## config.mk

```make
export PLATFORM = sky130hd
export DESIGN_NAME = instr_fetch_ctrl
export DESIGN_NICKNAME = d
export VERILOG_FILES = /design/src/rtl/ifetch_pkg.sv /design/src/rtl/fetch_queue.sv /design/src/rtl/instr_fetch_ctrl.sv
export SDC_FILE = /design/constraint.sdc
export NUM_CORES = 1
export LEC_CHECK = 0
export BUFFER_PORTS_ARGS = -buffer_cell sky130_fd_sc_hd__buf_2
export CORE_MARGIN = 2
export CORE_UTILIZATION = 36
export DETAILED_ROUTE_END_ITERATION = 12
export GPL_TIMING_DRIVEN = 0
export PLACE_DENSITY = 0.59
export SYNTH_ARGS = -nofsm -noshare
export SYNTH_HDL_FRONTEND = slang
export SYNTH_HIERARCHICAL = 1
export SYNTH_SLANG_ARGS = --single-unit
```

## constraint.sdc

```tcl
create_clock -name clk -period 4.2 [get_ports clk]
set_input_delay 0.84 -clock clk [delete_from_list [all_inputs] [get_ports clk]]
set_output_delay 0.84 -clock clk [all_outputs]
set_load 0.01 [all_outputs]
```

## src/rtl/ifetch_pkg.sv

```systemverilog
// Shared constants for the instruction fetch block: FSM encodings, reset PC and fetch-entry layout.
package ifetch_pkg;

    localparam logic [1:0] ST_IDLE   = 2'd0;
    localparam logic [1:0] ST_RUN    = 2'd1;
    localparam logic [1:0] ST_HALTED = 2'd2;

    localparam logic [31:0] RESET_PC_DEF = 32'h0000_0000;

    localparam int INSTR_W = 32;
    localparam int PC_W    = 32;
    localparam int ENTRY_W = INSTR_W + PC_W;

    typedef struct packed {
        logic [INSTR_W-1:0] instr;
        logic [PC_W-1:0]    pc;
    } fetch_entry_t;

endpackage

```

## src/rtl/fetch_queue.sv

```systemverilog
// Register-based FIFO of fetched {instr, pc}; head is visible the edge after push.
// Push while full is accepted only alongside a pop; flush clears pointers and count but not storage.
module fetch_queue
    import ifetch_pkg::*;
#(
    parameter  int DEPTH = 2,
    localparam int PTR_W = $clog2(DEPTH),
    localparam int CNT_W = PTR_W + 1
) (
    input  logic               clk,
    input  logic               rst_n,
    input  logic               push_i,
    input  logic [ENTRY_W-1:0] push_dat_i,
    input  logic               pop_i,
    input  logic               flush_i,
    output logic [ENTRY_W-1:0] head_dat_o,
    output logic               full_o,
    output logic               empty_o,
    output logic [CNT_W-1:0]   count_o
);

    logic [ENTRY_W-1:0] mem_q [DEPTH];
    logic [PTR_W-1:0]   rd_ptr_q;
    logic [PTR_W-1:0]   wr_ptr_q;
    logic [CNT_W-1:0]   cnt_q;
    logic               do_push;
    logic               do_pop;

    assign full_o     = (cnt_q == CNT_W'(DEPTH));
    assign empty_o    = (cnt_q == '0);
    assign count_o    = cnt_q;
    assign head_dat_o = mem_q[rd_ptr_q];

    assign do_pop  = pop_i && !empty_o;
    assign do_push = push_i && (!full_o || do_pop);

    always_ff @(posedge clk) begin
        if (!rst_n) begin
            rd_ptr_q <= '0;
            wr_ptr_q <= '0;
            cnt_q    <= '0;
            for (int i = 0; i < DEPTH; i++) begin
                mem_q[i] <= '0;
            end
        end else if (flush_i) begin
            rd_ptr_q <= '0;
            wr_ptr_q <= '0;
            cnt_q    <= '0;
        end else begin
            if (do_push) begin
                mem_q[wr_ptr_q] <= push_dat_i;
                wr_ptr_q        <= wr_ptr_q + 1'b1;
            end
            if (do_pop) begin
                rd_ptr_q <= rd_ptr_q + 1'b1;
            end
            case ({do_push, do_pop})
                2'b10:   cnt_q <= cnt_q + 1'b1;
                2'b01:   cnt_q <= cnt_q - 1'b1;
                default: cnt_q <= cnt_q;
            endcase
        end
    end

endmodule

```

## src/rtl/instr_fetch_ctrl.sv

```systemverilog
// Owns the PC and fetch FSM, reads the async ROM and feeds decode through valid/ready; first instr 2 edges after IDLE.
// Fetch stalls when the queue is full and not popping; redirect flushes and reloads the PC, halt stops fetching.
module instr_fetch_ctrl
    import ifetch_pkg::*;
#(
    parameter logic [31:0] RESET_PC = RESET_PC_DEF,
    parameter int          QDEPTH   = 2,
    parameter logic [31:0] PC_STEP  = 32'd4
) (
    input  logic        clk,
    input  logic        rst_n,
    output logic [31:0] imem_addr,
    input  logic [31:0] imem_rd,
    input  logic        redirect_valid,
    input  logic [31:0] redirect_pc,
    input  logic        halt,
    output logic        out_valid,
    input  logic        out_ready,
    output logic [31:0] out_instr,
    output logic [31:0] out_pc,
    output logic [1:0]  state
);

    localparam int CNT_W = $clog2(QDEPTH) + 1;

    logic [31:0]        pc_q;
    logic [31:0]        pc_d;
    logic [1:0]         state_q;
    logic [1:0]         state_d;
    logic               pop;
    logic               fetch;
    logic               q_full;
    logic               q_empty;
    logic [CNT_W-1:0]   q_count;
    logic [ENTRY_W-1:0] head_dat;
    fetch_entry_t       head_e;
    fetch_entry_t       push_e;
    logic               unused_redirect_lsb;

    assign unused_redirect_lsb = ^redirect_pc[1:0];

    assign imem_addr = pc_q;
    assign state     = state_q;

    assign out_valid = (q_count != '0);
    assign head_e    = fetch_entry_t'(head_dat);
    assign out_instr = head_e.instr;
    assign out_pc    = head_e.pc;

    assign pop   = !q_empty && out_ready;
    assign fetch = (state_q == ST_RUN) && !halt && !redirect_valid && (!q_full || pop);

    assign push_e.instr = imem_rd;
    assign push_e.pc    = pc_q;

    always_comb begin
        pc_d = pc_q;
        if (redirect_valid) begin
            pc_d = {redirect_pc[31:2], 2'b00};
        end else if (fetch) begin
            pc_d = pc_q + PC_STEP;
        end
    end

    // Halt is a level: it holds HALTED and is re-evaluated every cycle, including leaving IDLE.
    always_comb begin
        state_d = ST_IDLE;
        case (state_q)
            ST_IDLE:   state_d = halt ? ST_HALTED : ST_RUN;
            ST_RUN:    state_d = halt ? ST_HALTED : ST_RUN;
            ST_HALTED: state_d = halt ? ST_HALTED : ST_RUN;
            default:   state_d = ST_IDLE;
        endcase
    end

    always_ff @(posedge clk) begin
        if (!rst_n) begin
            pc_q    <= RESET_PC;
            state_q <= ST_IDLE;
        end else begin
            pc_q    <= pc_d;
            state_q <= state_d;
        end
    end

    fetch_queue #(
        .DEPTH(QDEPTH)
    ) u_fetch_queue (
        .clk        (clk),
        .rst_n      (rst_n),
        .push_i     (fetch),
        .push_dat_i (push_e),
        .pop_i      (pop),
        .flush_i    (redirect_valid),
        .head_dat_o (head_dat),
        .full_o     (q_full),
        .empty_o    (q_empty),
        .count_o    (q_count)
    );

endmodule

```

==> run_results.csv, run 1 <==
group,metric,value,unit
die,rows,53,
setup_path,cp_data_arrival_time,3.76,ns
flow_run,maxCapViolCount,0,
power,total_leakage_power,3.85,nW
sta,max_freq,273,MHz
sta,final_hold_viol_count,0,
global_route,grt_pass1_wl,28900,µm
cells_and_area,drive_gt1_frac,0.357,
cts,cts_hold_buf,0,
setup_path,crit_buf_inv,5,
power,ir_drop,0.000307,V
sta,report.final.slew_viol_count,0,
die,die_w,150,µm
yosys,postSynthCellCount,624,
yosys,synth_ff_type,"edfxtp_1",
cells_and_area,nFillCells,1999,
setup_path,r2r_start,"state[0]",
setup_path,cp_data_required_time,4.30,ns
route,wl_per_cell,17.5,µm
setup_path,cp-end-kind,"register",
global_route,antenna_found_initial,0,
yosys,ys_warn_count,6,
sta,finalSetupViolations,0,
cells_and_area,nets,883,
cts,cts_resized,0,
die,io_pins,168,
placed_design,io_buffers,163,
route,viasPerCell,5.00,
yosys,yosysSeqAreaShare,0.594,
setup_path,max_stage_delay,0.64,ns
yosys,async_reset_ff_frac,0,
placed_design,place_area,8960,µm²
route,drcViolationCount,0,
setup_path,crit_path_top_delay_cell,"or4b_1",
cts,h-tree-depth,4,
route,antenna_left,0,
cts,ctsRootBufferMaster,"clkbuf_16",
global_route,grt_max_degree,42,
yosys,synth_common_cells,"and2_1 (132), edfxtp_1 (128), mux2_2 (67), nand2_1 (39), dfxtp_1 (37)",
yosys,synth_most_common_cell,"and2_1",
cells_and_area,layoutNonFillerInstCount,1101,
setup_path,critPathTopFamily,"simple AND/OR/NAND/NOR gates",
worst_hold_path,hp-start,"u_fetch_queue/rd_ptr_q",
route,vias,5506,
cts,cts.clk_slew.worst_paths,0.07,ns
global_route,grtUsageTotal,0.170,
sta,hold_ws,0.520,ns
die,die_area,22600,µm²
cells_and_area,multi_input_area,2920,µm²
yosys,synth_top_area_share,0.498,
yosys,synth_top_cell_by_area,"edfxtp_1",
yosys,synth.avg_cell_area,12.4,µm²
setup_path,worstSetupStartpoint,"redirect_valid",
cts,post-cts-setup-buffers,0,
route,drtPass1Iterations,5,
die,core-area,21000,µm²
sta,slew_headroom,0.550,
cells_and_area,area_growth,23.8,%
sta,rsz0062_at_grt,"no",
sta,finalCriticalPeriod,3.66,ns
sta,min_period_over_period,0.871,
worst_hold_path,hp-class,"register to register",
global_route,grt_pass1_vias,5203,
die,start_util,0.367,
sta,worst_slew_pin_slew,0.675,ns
power,pwr_density_cell,385,nW/µm²
setup_path,start_kind,"primary input",
cells_and_area,antenna_cells,0,
yosys,yosys-top-cells-area,"edfxtp_1 (50%), and2_1 (11%), mux2_2 (9.8%)",
cells_and_area,fin_util,0.454,
cells_and_area,fin_area,9550,µm²
placed_design,gp_congestion,0.802,
route,wirelength,19200,µm
yosys,syn_area,7720,µm²
cells_and_area,seq_area,4580,µm²
cts,cts_buffer_depth,2,
global_route,grt-ovfl-total,0,
placed_design,place_inst,1069,
cts,cts_tree,"done",
yosys,synth.distinct_cells,57,
yosys,synth_edf_count,128,
yosys,ys_seq_elements,165,
cts,clk-insertion-delay-late,0.42,ns
sta,skew,0.00701,ns
setup_path,crit_top_cell,"buf_2",
cts,cts_buffers,17,
setup_path,worstSetupPathType,"primary input to register",
route,drtIter0Drc,298,
setup_path,cp_cell_sequence,"buf_2, or4b_1, a21o_1, clkinv_1, buf_2, nor4b_4, buf_6, nand2b_4, buf_12",
die,die_h,150,µm
placed_design,dp_hpwl,13400,µm
setup_path,cp_max_fo,39,
cts,cts_sinks,165,
run_status,status,"finished, final reports clean",
power by group:
part	leakage (nW)	internal, W	switching (W)
sequential	1.61	0.00182	0.0000468
clock	0.287	0.000892	0.000678
combinational	1.94	0.000106	0.000135
cells in the final DEF, fill, tap and decap left out, types with 3 or more instances in the layout:
master / synthesis / routed
nor2b_1: 3 / 3
buf_6: 5 / 5
conb_1: 1 / 6
o21ai_0: 10 / 10
nand2b_1: 5 / 3
buf_2: 10 / 173
o21a_1: 6 / 6
nand4_1: 11 / 11
and2_1: 132 / 132
a21boi_0: 3 / 3
a2bb2oi_1: 5 / 5
nor3_1: 10 / 10
nor2_1: 17 / 17
inv_1: 7 / 7
xnor2_1: 8 / 8
inv_6: 0 / 5
buf_4: 4 / 4
dfxtp_1: 37 / 37
nand2_1: 39 / 39
nand3_1: 5 / 5
clkbuf_2: 5 / 5
mux2_2: 67 / 67
a21oi_1: 22 / 22
nor4_1: 6 / 6
and3_1: 11 / 11
o22ai_1: 8 / 8
clkbuf_16: 0 / 17
edfxtp_1: 128 / 128
clkbuf_1: 15 / 15
o211ai_1: 3 / 3
stage by stage:
step           setup slack, ns  TNS [ns]  power (W)
2_1_floorplan            0.540         0    0.00201
3_3_place_gp            -0.661    -83.54    0.00214
6_report                 0.543         0    0.00367
3_5_place_dp             0.100         0    0.00214
5_1_grt                  0.416         0    0.00382
4_1_cts                  0.554         0    0.00372
state kept, by name (all words and copies together), names as in the netlist, named ones only:
register / cells
imem_addr: 30
state: 2
u_fetch_queue/count_o: 2
u_fetch_queue/mem_q: 128
u_fetch_queue/rd_ptr_q: 1
u_fetch_queue/wr_ptr_q: 1
cell families (layout without fill, tap and decap cells):
| group | after synthesis | after routing | share of synthesized area |
|---|---|---|---|
| multiplexers | 68 | 68 | 0.0991 |
| buffers and inverters | 47 | 244 | 0.0321 |
| AND/OR/NAND/NOR | 252 | 252 | 0.191 |
| adder cells (fa/ha/maj) | 1 | 1 | 0.00162 |
| flip-flops | 165 | 165 | 0.594 |
| XOR/XNOR | 10 | 10 | 0.0114 |
| other | 1 | 6 | 0.000486 |
| AO/OA/AOI/OAI | 80 | 80 | 0.0699 |
per-layer routing:
layer  vias up  track usage  share of wire
met2       197        0.279           0.48
met5         -            0              0
met1      2650        0.227           0.44
li1       2637            -              -
met4         0       0.0524          0.016
met3        22       0.0358          0.064
area by class of cell:
type | count | share of cell area
Inverter | 8 | 0.00314
Tap cell | 275 | 0.0360
Timing Repair Buffer | 165 | 0.0904
Sequential cell | 165 | 0.480
Clock buffer | 17 | 0.0445
Clock inverter | 15 | 0.0176
Multi-Input combinational cell | 417 | 0.306
Buffer | 39 | 0.0228
tightest hold or removal path, cell delays in order (launching register included):
cell and delay (ns):
dfxtp_1 0.33, xor2_1 0.08, nor2_1 0.08
worst paths after layout:
path                                endpoint  slack [ns]  depth (start not counted)
setup / recovery  u_fetch_queue/mem_q[0][13]        0.54                          9
hold / removal                      register        0.52                          2
setup reg to reg  u_fetch_queue/mem_q[0][13]        0.86                          8
hold reg to reg                     register        0.52                          2
Power figures use the tool's default switching activity.
==> run 2: changes to the inputs <==
- BUFFER_PORTS_ARGS: -buffer_cell sky130_fd_sc_hd__buf_2 -> not set
- CTS_BUF_LIST: not set -> sky130_fd_sc_hd__clkbuf_4 sky130_fd_sc_hd__clkbuf_8 sky130_fd_sc_hd__clkbuf_16
- DONT_BUFFER_PORTS: not set -> 1
- PLACE_DENSITY: 0.59 -> 0.52
==> run_results.csv, run 2 (same netlist as run 1, synthesis figures left out) <==
group,metric,value,unit
global_route,grt_pass1_wl,28700,µm
power,pwr-share-clk,0.428,
sta,finalCriticalPeriod,3.51,ns
cells_and_area,seq_area,4580,µm²
die,start_util,0.367,
setup_path,cp-endpoint,"u_fetch_queue/mem_q[1][11]",
cells_and_area,largest_reg_flops,128,
route,drtIter0Drc,276,
cts,clk-insertion-delay-late,0.43,ns
global_route,antenna_found_initial,1,
sta,skew,0.0104,ns
cts,post-cts-setup-buffers,0,
power,intPower,0.00267,W
setup_path,reg2regPathDepth,8,
sta,min_period_over_period,0.836,
sta,finalSetupViolations,0,
setup_path,rrSetupSlack,0.75,ns
cts,cts_buffer_depth,2,
cts,cts_tree,"done",
run_status,status,"finished, final reports clean",
cts,h-tree-depth,4,
route,drtPass1Iterations,5,
setup_path,timing.rr.end,"u_fetch_queue/mem_q[1][11]",
sta,final_hold_viol_count,0,
setup_path,cp-end-kind,"register",
global_route,grt_pass1_vias,4993,
die,die_h,150,µm
global_route,grt_max_degree,47,
cts,cts_sinks,165,
route,wl_per_cell,20.5,µm
cts,cts_buffers,17,
cts,cts.clk_slew.worst_paths,0.07,ns
cells_and_area,nFillCells,1950,
setup_path,crit_top_cell,"buf_2",
cells_and_area,antenna_cells,0,
setup_path,cp_max_fo,33,
cts,ctsRootBufferMaster,"clkbuf_16",
sta,rsz0062_at_grt,"no",
cells_and_area,final_cell_mix,"and2_1 (132), edfxtp_1 (128), mux2_2 (67)",
power,p_total,0.00355,W
sta,max_freq,285,MHz
sta,worst_slew_pin_slew,0.638,ns
placed_design,pre_cts_slack,0.217,ns
worst_hold_path,hp-class,"primary input to register",
placed_design,dp_hpwl,13400,µm
setup_path,cp_data_required_time,4.31,ns
route,antenna_left,0,
power,swShare,0.248,
die,io_pins,168,
die,die_area,22600,µm²
setup_path,max_stage_delay,0.63,ns
setup_path,worstSetupPathType,"primary input to register",
cells_and_area,nets,720,
cells_and_area,top_register,"u_fetch_queue/mem_q",
cts,cts_hold_buf,0,
power,total_leakage_power,3.13,nW
placed_design,io_buffers,0,
cells_and_area,final_common_cell,"and2_1",
power,netSwitchingPower,0.000882,W
setup_path,r2r_start,"state[0]",
die,rows,53,
cells_and_area,multi_input_area,2920,µm²
route,viasPerCell,5.31,
power,pwr_density_cell,407,nW/µm²
cells_and_area,fin_util,0.415,
flow_run,maxCapViolCount,0,
sta,slew_headroom,0.575,
power,p_comb_frac,0.044,
die,die_w,150,µm
global_route,grt-ovfl-total,0,
setup_path,crit_path_top_delay_cell,"or4b_1",
cts,cts_resized,0,
placed_design,gp_congestion,0.819,
global_route,grtUsageTotal,0.170,
setup_path,cp_cell_sequence,"or4b_1, a21o_1, clkinv_1, buf_2, nor3b_2, buf_2, nand2b_4, buf_12",
sta,fin_ws,0.687,ns
setup_path,worstSetupStartpoint,"redirect_valid",
power,ir_drop,0.000267,V
die,core-area,21000,µm²
cells_and_area,area_growth,13.1,%
route,drcViolationCount,0,
sta,report.final.slew_viol_count,0,
cells_and_area,drive_gt1_frac,0.201,
setup_path,cp_data_arrival_time,3.63,ns
setup_path,start_kind,"primary input",
power,seqPwrFrac,0.528,
route,vias,4981,
route,wirelength,19200,µm
-- run 2: cell count changes in the layout (fill, tap and decap cells not counted), sizes merged --
cell | before | now
clkinvlp | 2 | 1
bufinv | 2 | 0
clkinv | 5 | 8
buf | 184 | 21
-- run 2: worst max-delay path, delay by kind of cell --
family	cells	cell delay (ns)
buf+inv	4	1.10
compound gates	1	0.28
simple gates	3	1.38
-- run 2: through the flow --
step / cells / instance area, µm² / hold slack, ns / setup TNS (ns)
finish: 938 / 8730 / 0.469 / 0
global route: 938 / 8730 / 0.462 / 0
CTS: 938 / 8730 / 0.453 / 0
detailed placement: 906 / 8140 / 0.503 / 0
global placement: 904 / 8080 / 0.489 / -62.65
floorplan: 629 / 7740 / 0.472 / 0
-- run 2: layer usage --
metal	track usage	share of wire	vias to the layer above
li1	-	-	2324
met1	0.214	0.42	2473
met2	0.271	0.48	169
met3	0.0718	0.095	13
met4	0.0439	0.0096	2
met5	0	0.00057	-
-- run 2: cell type report --
class / instances / share of cell area
buffer: 39 / 0.0249
clock buffer: 17 / 0.0487
clock inverter: 15 / 0.0186
inverter: 8 / 0.00344
multi-input combinational: 417 / 0.334
sequential: 165 / 0.525
tap: 275 / 0.0394
timing repair buffer: 2 / 0.00545
-- run 2: worst min-delay path by stage --
stage                                start                endpoint  slack, ns  cells after the start
global route                          halt                state[0]       0.46                      1
detailed placement  u_fetch_queue/rd_ptr_q                register       0.50                      2
global placement    u_fetch_queue/rd_ptr_q  u_fetch_queue/rd_ptr_q       0.49                      2
floorplan           u_fetch_queue/rd_ptr_q                register       0.47                      2
finish                                halt                state[0]       0.47                      1
CTS                                   halt                state[0]       0.45                      1
-- run 2: power by group through the flow --
stage | clock [W] | sequential (W) | combinational [W]
after global placement | 0 | 0.00191 | 0.000150
final | 0.00152 | 0.00188 | 0.000158
after floorplan | 0 | 0.00189 | 0.000116
after CTS | 0.00155 | 0.00188 | 0.000160
after detailed placement | 0 | 0.00191 | 0.000159
after global routing | 0.00162 | 0.00189 | 0.000172
==> run 3: changes to the inputs <==
- clock period: 4.2 -> 3 ns (I/O delays scaled with it)
==> run_results.csv, run 3 (same netlist as run 1, synthesis figures left out) <==
group,metric,value,unit
power,pwr_density_cell,558,nW/µm²
sta,finalSetupViolations,0,
sta,min_period_over_period,0.970,
cells_and_area,top_register,"u_fetch_queue/mem_q",
route,vias,5084,
placed_design,io_buffers,0,
setup_path,crit_buf_inv,4,
placed_design,gp_congestion,0.814,
placed_design,dp_hpwl,13100,µm
global_route,grt-ovfl-total,0,
route,drcViolationCount,0,
power,p_total,0.00502,W
cells_and_area,final_common_cell,"and2_1",
power,pwr-share-clk,0.425,
route,viasPerCell,5.31,
setup_path,start_kind,"register",
setup_path,cp-end-kind,"register",
cells_and_area,fin_util,0.428,
flow_run,maxCapViolCount,0,
global_route,antenna_found_initial,1,
power,ir_drop,0.000396,V
route,antenna_left,0,
sta,skew,0.00788,ns
cts,cts_sinks,165,
global_route,grtUsageTotal,0.182,
cts,cts_tree,"done",
global_route,grt_pass1_wl,30100,µm
global_route,grt_max_degree,19,
route,drtPass1Iterations,5,
setup_path,critPathTopFamily,"simple AND/OR/NAND/NOR gates",
cts,cts_buffers,17,
power,total_leakage_power,3.25,nW
sta,fin_ws,0.0910,ns
setup_path,cp_data_arrival_time,3.06,ns
cts,h-tree-depth,4,
setup_path,cp_data_required_time,3.15,ns
die,core-area,21000,µm²
sta,fin_setup_tns,0,ns
placed_design,pre_cts_slack,-0.781,ns
power,intPower,0.00376,W
worst_hold_path,hp-class,"primary input to register",
cells_and_area,nets,739,
die,rows,53,
sta,max_freq,344,MHz
cells_and_area,drive_gt1_frac,0.223,
power,seqPwrFrac,0.523,
sta,worst_slew_pin_slew,0.597,ns
route,drtIter0Drc,248,
cells_and_area,area_growth,16.7,%
die,die_w,150,µm
power,p_comb_frac,0.052,
global_route,grt_pass1_vias,5127,
route,wl_per_cell,21.5,µm
placed_design,place_inst,904,
setup_path,cp_cell_sequence,"or4b_1, a21o_1, clkinv_1, buf_4, nor4b_4, buf_6, nand2b_4, buf_12",
cells_and_area,final_cell_mix,"and2_1 (132), edfxtp_1 (128), mux2_2 (67)",
cts,cts.clk_slew.worst_paths,0.07,ns
sta,finalCriticalPeriod,2.91,ns
die,start_util,0.367,
die,die_area,22600,µm²
sta,rsz0062_at_grt,"no",
cts,cts_hold_buf,0,
route,wirelength,20600,µm
run_status,status,"finished, final reports clean",
setup_path,cp_max_fo,16,
setup_path,crit_path_top_delay_cell,"or4b_1",
setup_path,max_stage_delay,0.58,ns
die,io_pins,168,
power,netSwitchingPower,0.00126,W
cts,clk-insertion-delay-late,0.43,ns
cts,cts_buffer_depth,2,
setup_path,worstSetupPathType,"register to register",
sta,final_hold_viol_count,0,
power,swShare,0.251,
sta,report.final.slew_viol_count,0,
cells_and_area,largest_reg_flops,128,
cts,ctsRootBufferMaster,"clkbuf_16",
cells_and_area,antenna_cells,0,
sta,slew_headroom,0.602,
die,die_h,150,µm
cells_and_area,layoutNonFillerInstCount,957,
run 3: changes by cell type in the layout (fill, tap and decap cells not counted), sizes merged:
cell / before / now
inv: 14 / 16
clkbuf: 37 / 38
clkinv: 8 / 6
buf: 21 / 29
nand2b: 5 / 15
run 3: routing by layer:
metal  global-route usage  vias to the layer above  part of all wire
li1                     -                     2373                 -
met1                0.227                     2487              0.41
met2                0.293                      200              0.48
met3               0.0661                       22             0.097
met4               0.0590                        2             0.014
met5                    0                        -           0.00034
run 3: power groups by stage:
stage	logic, W	registers, W	clock network, W
after floorplan	0.000164	0.00265	0
after global placement	0.000212	0.00268	0
after detailed placement	0.000216	0.00268	0
after CTS	0.000245	0.00263	0.00219
after global routing	0.000282	0.00264	0.00228
final	0.000260	0.00263	0.00214
run 3: worst register-to-register path: stages (launching register included):
cell and delay, ns:
dfxtp_1 0.40, or4b_1 0.58, a21o_1 0.28, clkinv_1 0.19
buf_4 0.26, nor4b_4 0.33, buf_6 0.23, nand2b_4 0.21
buf_12 0.14
run 3: layout make-up:
type | count | area (µm²)
sequential | 165 | 4580
buffer | 39 | 223
tap | 275 | 344
timing repair buffer | 11 | 208
inverter | 8 | 30.0
clock inverter | 15 | 155
clock buffer | 17 | 425
fill | 1951 | 12000
multi-input combinational | 427 | 3040
run 3: path summary, 6_finish.rpt:
kind         slack, ns                   start  depth (start not counted)                         end
min               0.23                    halt                          1                    state[0]
max               0.09                state[0]                          8  u_fetch_queue/mem_q[0][23]
max reg2reg       0.09                state[0]                          8  u_fetch_queue/mem_q[0][23]
min reg2reg       0.51  u_fetch_queue/rd_ptr_q                          2                    register
run 3: metrics by stage:
stage / area (µm²) / hold slack [ns]
finish: 9000 / 0.230
detailed placement: 8100 / 0.495
global route: 9000 / 0.219
global placement: 8100 / 0.489
floorplan: 7750 / 0.472
CTS: 8860 / 0.214
run 3: repair_timing:
action	4_1_cts	5_1_grt
gates cloned	6	4
setup endpoints to repair	128	114
setup buffers	5	6
gates resized for setup	6	1
pin swaps	0	0
